File: src/rtl/game_pkg.sv
// -----------------------------------------------------------------------------
// game_pkg
// Shared constants for the game step tracker:
//   BCD_W       - width of one packed BCD digit
//   BCD_MAX     - largest legal value of one BCD digit
//   wrap_mode_e - encoding of the WRAP parameter (roll over vs. saturate)
// -----------------------------------------------------------------------------
package game_pkg;

   localparam int          BCD_W   = 4;
   localparam logic [3:0]  BCD_MAX = 4'd9;

   typedef enum logic {
      WRAP_SAT  = 1'b0,
      WRAP_ROLL = 1'b1
   } wrap_mode_e;

endpackage

File: src/rtl/game_step_tracker_bcd_digit.sv
// -----------------------------------------------------------------------------
// bcd_digit
// One combinational BCD digit stage of an up/down ripple counter.
// Ports:
//   d    - current digit value
//   up   - counter is stepping up this cycle
//   down - counter is stepping down this cycle
//   cin  - carry into this digit (digit must increment)
//   bin  - borrow into this digit (digit must decrement)
//   nxt  - next digit value (always 0..9)
//   cout - carry out (digit wrapped 9 -> 0)
//   bout - borrow out (digit wrapped 0 -> 9)
// -----------------------------------------------------------------------------
module bcd_digit
   import game_pkg::*;
(
   input  logic [BCD_W-1:0] d,
   input  logic             up,
   input  logic             down,
   input  logic             cin,
   input  logic             bin,
   output logic [BCD_W-1:0] nxt,
   output logic             cout,
   output logic             bout
);

   logic [BCD_W-1:0] d_s;

   // An illegal code can only appear through an upset; treat it as 9 so the
   // next value is always a legal digit.
   assign d_s = (d > BCD_MAX) ? BCD_MAX : d;

   // Next digit value with carry/borrow generation.
   always_comb begin
      nxt  = d_s;
      cout = 1'b0;
      bout = 1'b0;
      if (up && cin) begin
         if (d_s == BCD_MAX) begin
            nxt  = 4'd0;
            cout = 1'b1;
         end else begin
            nxt  = d_s + 4'd1;
         end
      end else if (down && bin) begin
         if (d_s == 4'd0) begin
            nxt  = BCD_MAX;
            bout = 1'b1;
         end else begin
            nxt  = d_s - 4'd1;
         end
      end else begin
         nxt = d_s;
      end
   end

endmodule

File: src/rtl/game_step_tracker.sv
// -----------------------------------------------------------------------------
// game_step_tracker
// BCD up/down step counter with a fewest-steps best-record register.
// Parameters:
//   DIGITS - number of BCD digits (1..6)
//   WRAP   - 1: wrap around at 0 / all-nines, 0: saturate there
// Ports:
//   clk, rst   - clock, synchronous active-high reset
//   inc, dec   - step up / step down (both or neither: hold)
//   clr        - level restart: zero the count, keep the record
//   done       - level complete: record the count if it is a new best
//   q          - registered BCD step count (digit 0 in bits [3:0])
//   best       - registered BCD best record
//   best_valid - a record has been captured
//   new_best   - one-cycle pulse after the record was updated
//   limit      - one-cycle pulse after inc/dec hit a count limit
// -----------------------------------------------------------------------------
module game_step_tracker
   import game_pkg::*;
#(
   parameter int DIGITS = 4,
   parameter int WRAP   = 1
)
(
   input  logic                  clk,
   input  logic                  rst,
   input  logic                  inc,
   input  logic                  dec,
   input  logic                  clr,
   input  logic                  done,
   output logic [4*DIGITS-1:0]   q,
   output logic [4*DIGITS-1:0]   best,
   output logic                  best_valid,
   output logic                  new_best,
   output logic                  limit
);

   localparam int QW = BCD_W * DIGITS;

   logic [QW-1:0]   q_r          = {QW{1'b0}};
   logic [QW-1:0]   best_r       = {QW{1'b0}};
   logic            best_valid_r = 1'b0;
   logic            new_best_r   = 1'b0;
   logic            limit_r      = 1'b0;

   logic            step_inc_s;
   logic            step_dec_s;
   logic [DIGITS:0] carry_s;
   logic [DIGITS:0] borrow_s;
   logic [QW-1:0]   nxt_s;
   logic [QW-1:0]   q_nxt_s;
   logic            limit_hit_s;
   logic            lt_s;
   logic            decided_s;
   logic            best_take_s;

   // inc and dec together cancel out.
   assign step_inc_s  = inc & ~dec;
   assign step_dec_s  = dec & ~inc;
   assign carry_s[0]  = 1'b1;
   assign borrow_s[0] = 1'b1;

   genvar gi;
   generate
      for (gi = 0; gi < DIGITS; gi++) begin : g_digit
         bcd_digit u_digit (
            .d    (q_r[gi*BCD_W +: BCD_W]),
            .up   (step_inc_s),
            .down (step_dec_s),
            .cin  (carry_s[gi]),
            .bin  (borrow_s[gi]),
            .nxt  (nxt_s[gi*BCD_W +: BCD_W]),
            .cout (carry_s[gi+1]),
            .bout (borrow_s[gi+1])
         );
      end
   endgenerate

   // A ripple out of the top digit means the count was at a limit; the chain
   // already produced the wrapped value, saturate mode just keeps q.
   always_comb begin
      limit_hit_s = (step_inc_s & carry_s[DIGITS]) | (step_dec_s & borrow_s[DIGITS]);
      if (limit_hit_s && (WRAP == int'(WRAP_SAT))) begin
         q_nxt_s = q_r;
      end else begin
         q_nxt_s = nxt_s;
      end
   end

   // Numeric q < best, most significant digit decides first.
   always_comb begin
      lt_s      = 1'b0;
      decided_s = 1'b0;
      for (int i = DIGITS - 1; i >= 0; i--) begin
         if (decided_s) begin
            lt_s = lt_s;
         end else if (q_r[i*BCD_W +: BCD_W] < best_r[i*BCD_W +: BCD_W]) begin
            lt_s      = 1'b1;
            decided_s = 1'b1;
         end else if (q_r[i*BCD_W +: BCD_W] > best_r[i*BCD_W +: BCD_W]) begin
            lt_s      = 1'b0;
            decided_s = 1'b1;
         end else begin
            decided_s = 1'b0;
         end
      end
      best_take_s = done & (~best_valid_r | lt_s);
   end

   // Count, record and pulse registers; clr blocks stepping and done.
   always_ff @(posedge clk) begin
      if (rst) begin
         q_r          <= {QW{1'b0}};
         best_r       <= {QW{1'b0}};
         best_valid_r <= 1'b0;
         new_best_r   <= 1'b0;
         limit_r      <= 1'b0;
      end else if (clr) begin
         q_r          <= {QW{1'b0}};
         new_best_r   <= 1'b0;
         limit_r      <= 1'b0;
      end else begin
         q_r          <= q_nxt_s;
         limit_r      <= limit_hit_s;
         new_best_r   <= best_take_s;
         if (best_take_s) begin
            best_r       <= q_r;
            best_valid_r <= 1'b1;
         end
      end
   end

   assign q          = q_r;
   assign best       = best_r;
   assign best_valid = best_valid_r;
   assign new_best   = new_best_r;
   assign limit      = limit_r;

endmodule

File: config.mk
export PLATFORM = sky130hd
export DESIGN_NAME = game_step_tracker
export DESIGN_NICKNAME = d
export VERILOG_FILES = /design/src/rtl/game_pkg.sv /design/src/rtl/game_step_tracker_bcd_digit.sv /design/src/rtl/game_step_tracker.sv
export SDC_FILE = /design/constraint.sdc
export NUM_CORES = 1
export LEC_CHECK = 0
export CORE_ASPECT_RATIO = 0.9
export CORE_UTILIZATION = 47
export CTS_CLUSTER_SIZE = 8
export DETAILED_ROUTE_END_ITERATION = 6
export PLACE_DENSITY = 0.72
export SYNTH_ARGS = -nofsm -noshare
export SYNTH_HDL_FRONTEND = slang
export SYNTH_HIERARCHICAL = 1
export SYNTH_SLANG_ARGS = --single-unit
File: constraint.sdc
create_clock -name clk -period 6.9 [get_ports clk]
set_input_delay 0.69 -clock clk [delete_from_list [all_inputs] [get_ports clk]]
set_output_delay 0.69 -clock clk [all_outputs]
set_load 0.05 [all_outputs]
==> results summary <==
The total routed wirelength is approximately 5100 microns. The data arrival at the endpoint of the critical path is between 3 and 4 ns. The final layout contains roughly 350 nets.

The worst setup path is of the primary input to register kind. Counting flops with a built-in enable in the synthesized netlist gives 0. The initial core utilization is 0.499. The post-synthesis async set-or-reset flop share is 0. The area taken by flip-flops and latches is about 700 sq um. TritonCTS built the clock tree. Synthesis handed over a netlist of 282 instances. Relative to the synthesized area, the layout overhead comes to 21.0%. The count of max-cap constraint violations is 0.

The total half-perimeter wirelength after legalization and detailed placement came out at between 3000 and 4000 microns. The buffer levels on the longest clock path is 2. The post-detailed-route wirelength per cell came out at roughly 13 microns. The clock skew after layout came out at roughly 0.008 ns.

The critical path starts at inc. The top cell types in the final layout, fill and taps aside, are clkdlybuf4s50_1, nand2b_1, dfxtp_1, inv_1. The count of final setup violators came out at 0. The largest area contributor in the synthesized netlist is dfxtp_1. The maximum fanout along the worst path came out at 13. Setup repair after global routing left no endpoint under its margin.

In this design, the stage delay of the slowest critical-path cell is ~0.66 ns. The height of the chip came out at 70.8 microns. The overall power after layout came out at just under 400 uW. The total leakage power came out at 1.15 nW. The number of H-tree levels came out at 2.

The via total after detailed routing came out at a little over 2k. The most used flip-flop cell after synthesis is dfxtp_1. Counting the fill cells in the layout gives around 460.

The mean number of vias per cell is about 5.2. In this run the cell area measured after placement is just under 0.003 sq mm. CTS saw 35 sinks. The worst setup path is launched from a primary input. The final number of max-transition violations came out at 0. The launch point of the worst hold path is best[10]. The detailed-routing iteration count for the pre-antenna-repair pass came out at 4. Of the post-synthesis cell area, the dominant cell type holds 0.284. After synthesis the netlist holds a flip-flop and latch count of 35.

The synthesized area came out at about 0.0025 sq mm. In this run, post-CTS repair resized a total of 0 instances. After floorplanning, the core was sized to cover 0.00495 sq mm. The count of buffers inserted at the top-level ports came out at 40.

Of the cells placed in the final design, the portion with a size suffix greater than 1 is 0.0926. The slowest cell on the critical path is nor2b_1. The violation count after the first detailed-route iteration is approximately 130.

Yosys attributes the largest share of cell area to dfxtp_1, nand2b_1, ha_1. The highest attainable clock frequency came out at roughly 0.28 GHz. In the global route stage, overall resource usage came out at 0.203.

The worst setup path is captured at a register. The final core utilization came out at 0.603. CTS placed an instance of clkbuf_8 at the clock tree root. The clock buffer count from CTS is 5. The final period demand of the worst path came out at between 3 and 4 ns. The worst register-to-register path begins at q[1]. The number of setup buffers added after CTS is 0. During synthesis, Yosys emitted a total of 6 warnings. The number of antenna diodes in the final layout is 0. The overall overflow remaining after global route is 0. The number of antenna-violating nets in the routed design came out at 0.

The post-synthesis sequential area ratio came out at 0.284. The number of antenna violations at the first check in global routing came out at 0. The most frequent standard cell in the layout excluding fill and tap cells is clkdlybuf4s50_1. The first global-routing pass estimated approximately 8800 microns of wire. The final standard cell area without fillers is 0.00299 sq mm. In the finished design, the share of the clock period the worst path needs comes to 0.521. The headroom to the max-slew limit came out at 0.360. The required time reported for the critical path endpoint is approximately 7.1 ns.

The signal on the critical path passes through clkdlybuf4s50_1 -> nor2b_1 -> and2_4 -> and3_1 -> and2_4 -> and3_1 -> and2_4 -> and3_1 -> and2_4 -> nor3_4 -> mux2_4 -> o311ai_2 -> and2_1. The maximum ir drop on the vdd rail came out at 0.0834 mV. The non-filler instance count after layout is a little under 400.

The mean area per synthesized cell came out at 8.76 sq um. The largest net degree at the start of global routing is 37. The power density normalized to cell area is approximately 130 mW/mm^2. The clock slew at the register clock pins of the worst setup and hold paths came out at roughly 0.070 ns. The flow ran to the end, and the final reports show no timing, DRC or antenna violations. The later-pin clock latency in the skew report came out at 0.29 ns. The total count of hold-check failures in the final report came out at 0. In this run the horizontal extent of the chip is just under 80 microns. The initialized floorplan defines 24 standard-cell rows. The placed instance count is ~380. The count of unresolved DRC violations after routing is 0. In this run, distinct cell masters in the synthesized netlist total 42. The congestion estimate from routability-driven global placement came to roughly 0.79. In this design, the critical path's most frequently occurring cell is and2_4. between 40 and 50 I/O pins were placed. The path type of the worst min-delay path is register to register. The setup TNS is 0 ns. In the final layout, the multi-input gates occupy 0.00164 sq mm. The area of the die came out at approximately 0.0056 sq mm. The total of hold buffers inserted after clock tree synthesis came out at 0. The slew at the pin closest to its max-slew limit is ~0.96 ns. The number of global-route vias before repair is between 1.5k and 2k.
==> where the power goes <==
| group | switching (mW) | internal (mW) |
|---|---|---|
| Combinational | 0.0213 | 0.0164 |
| Clock | 0.0747 | 0.0690 |
| Sequential | 0.00218 | 0.203 |
==> kinds of logic (layout without fill, tap and decap cells) <==
logic type,count (synthesis),after routing,synth area share
and+or+nand+nor,131,131,0.323
xor gates and xnor gates,8,8,0.0284
DFF,35,35,0.284
other,1,5,0.00152
adders and majority gates,16,16,0.0810
AOI/OAI and AO/OA,40,40,0.135
muxes,20,20,0.0891
buffers and inverters,31,69,0.0587
==> critical path, delay by kind of cell <==
kind / cells / cell delay, ns
AOI/OAI and AO/OA: 1 / 0.19
and+or+nand+nor: 10 / 2.20
buffers and inverters: 1 / 0.47
muxes: 1 / 0.28
==> per-layer routing <==
metal,wire (microns),global-route usage
met4,113,0.0905
met1,2530,0.281
met2,2140,0.308
met5,0,0
met3,275,0.0387
==> stage by stage <==
step,hold WS (ns),worst slack [ns]
after floorplan,0.707,3.81
after global placement,0.478,3.11
after detailed placement,0.480,3.02
after CTS,0.492,3.31
after global routing,0.519,3.02
final,0.491,3.30
==> registers in the layout, summed over array words and instances (netlist names) <==
register,flops
best,16
limit,1
q,16
best_valid,1
new_best,1
==> cells in the mapped netlist, types with 9 or more instances <==
cell type,number
dfxtp_1,35
ha_1,16
and2_1,16
inv_1,20
nand2_1,14
nand2b_1,36
mux2i_1,16
nor2b_1,11
nand3_1,9
nor2_1,13
==> layout make-up <==
type                            instances  area share
Clock buffer                            5      0.0230
Clock inverter                          3     0.00502
Inverter                               20      0.0251
Multi-Input combinational cell        220       0.549
Sequential cell                        35       0.234
Tap cell                               65      0.0272
Timing Repair Buffer                   41       0.136
==> worst paths after layout <==
| path | endpoint | slack, ns | cells past startpoint |
|---|---|---|---|
| setup reg to reg | q[13] | 4.02 | 12 |
| hold reg to reg | best[10] | 0.49 | 2 |
| hold / removal | best[10] | 0.49 | 2 |
| setup / recovery | q[14] | 3.30 | 13 |
Power figures use the tool's default switching activity.
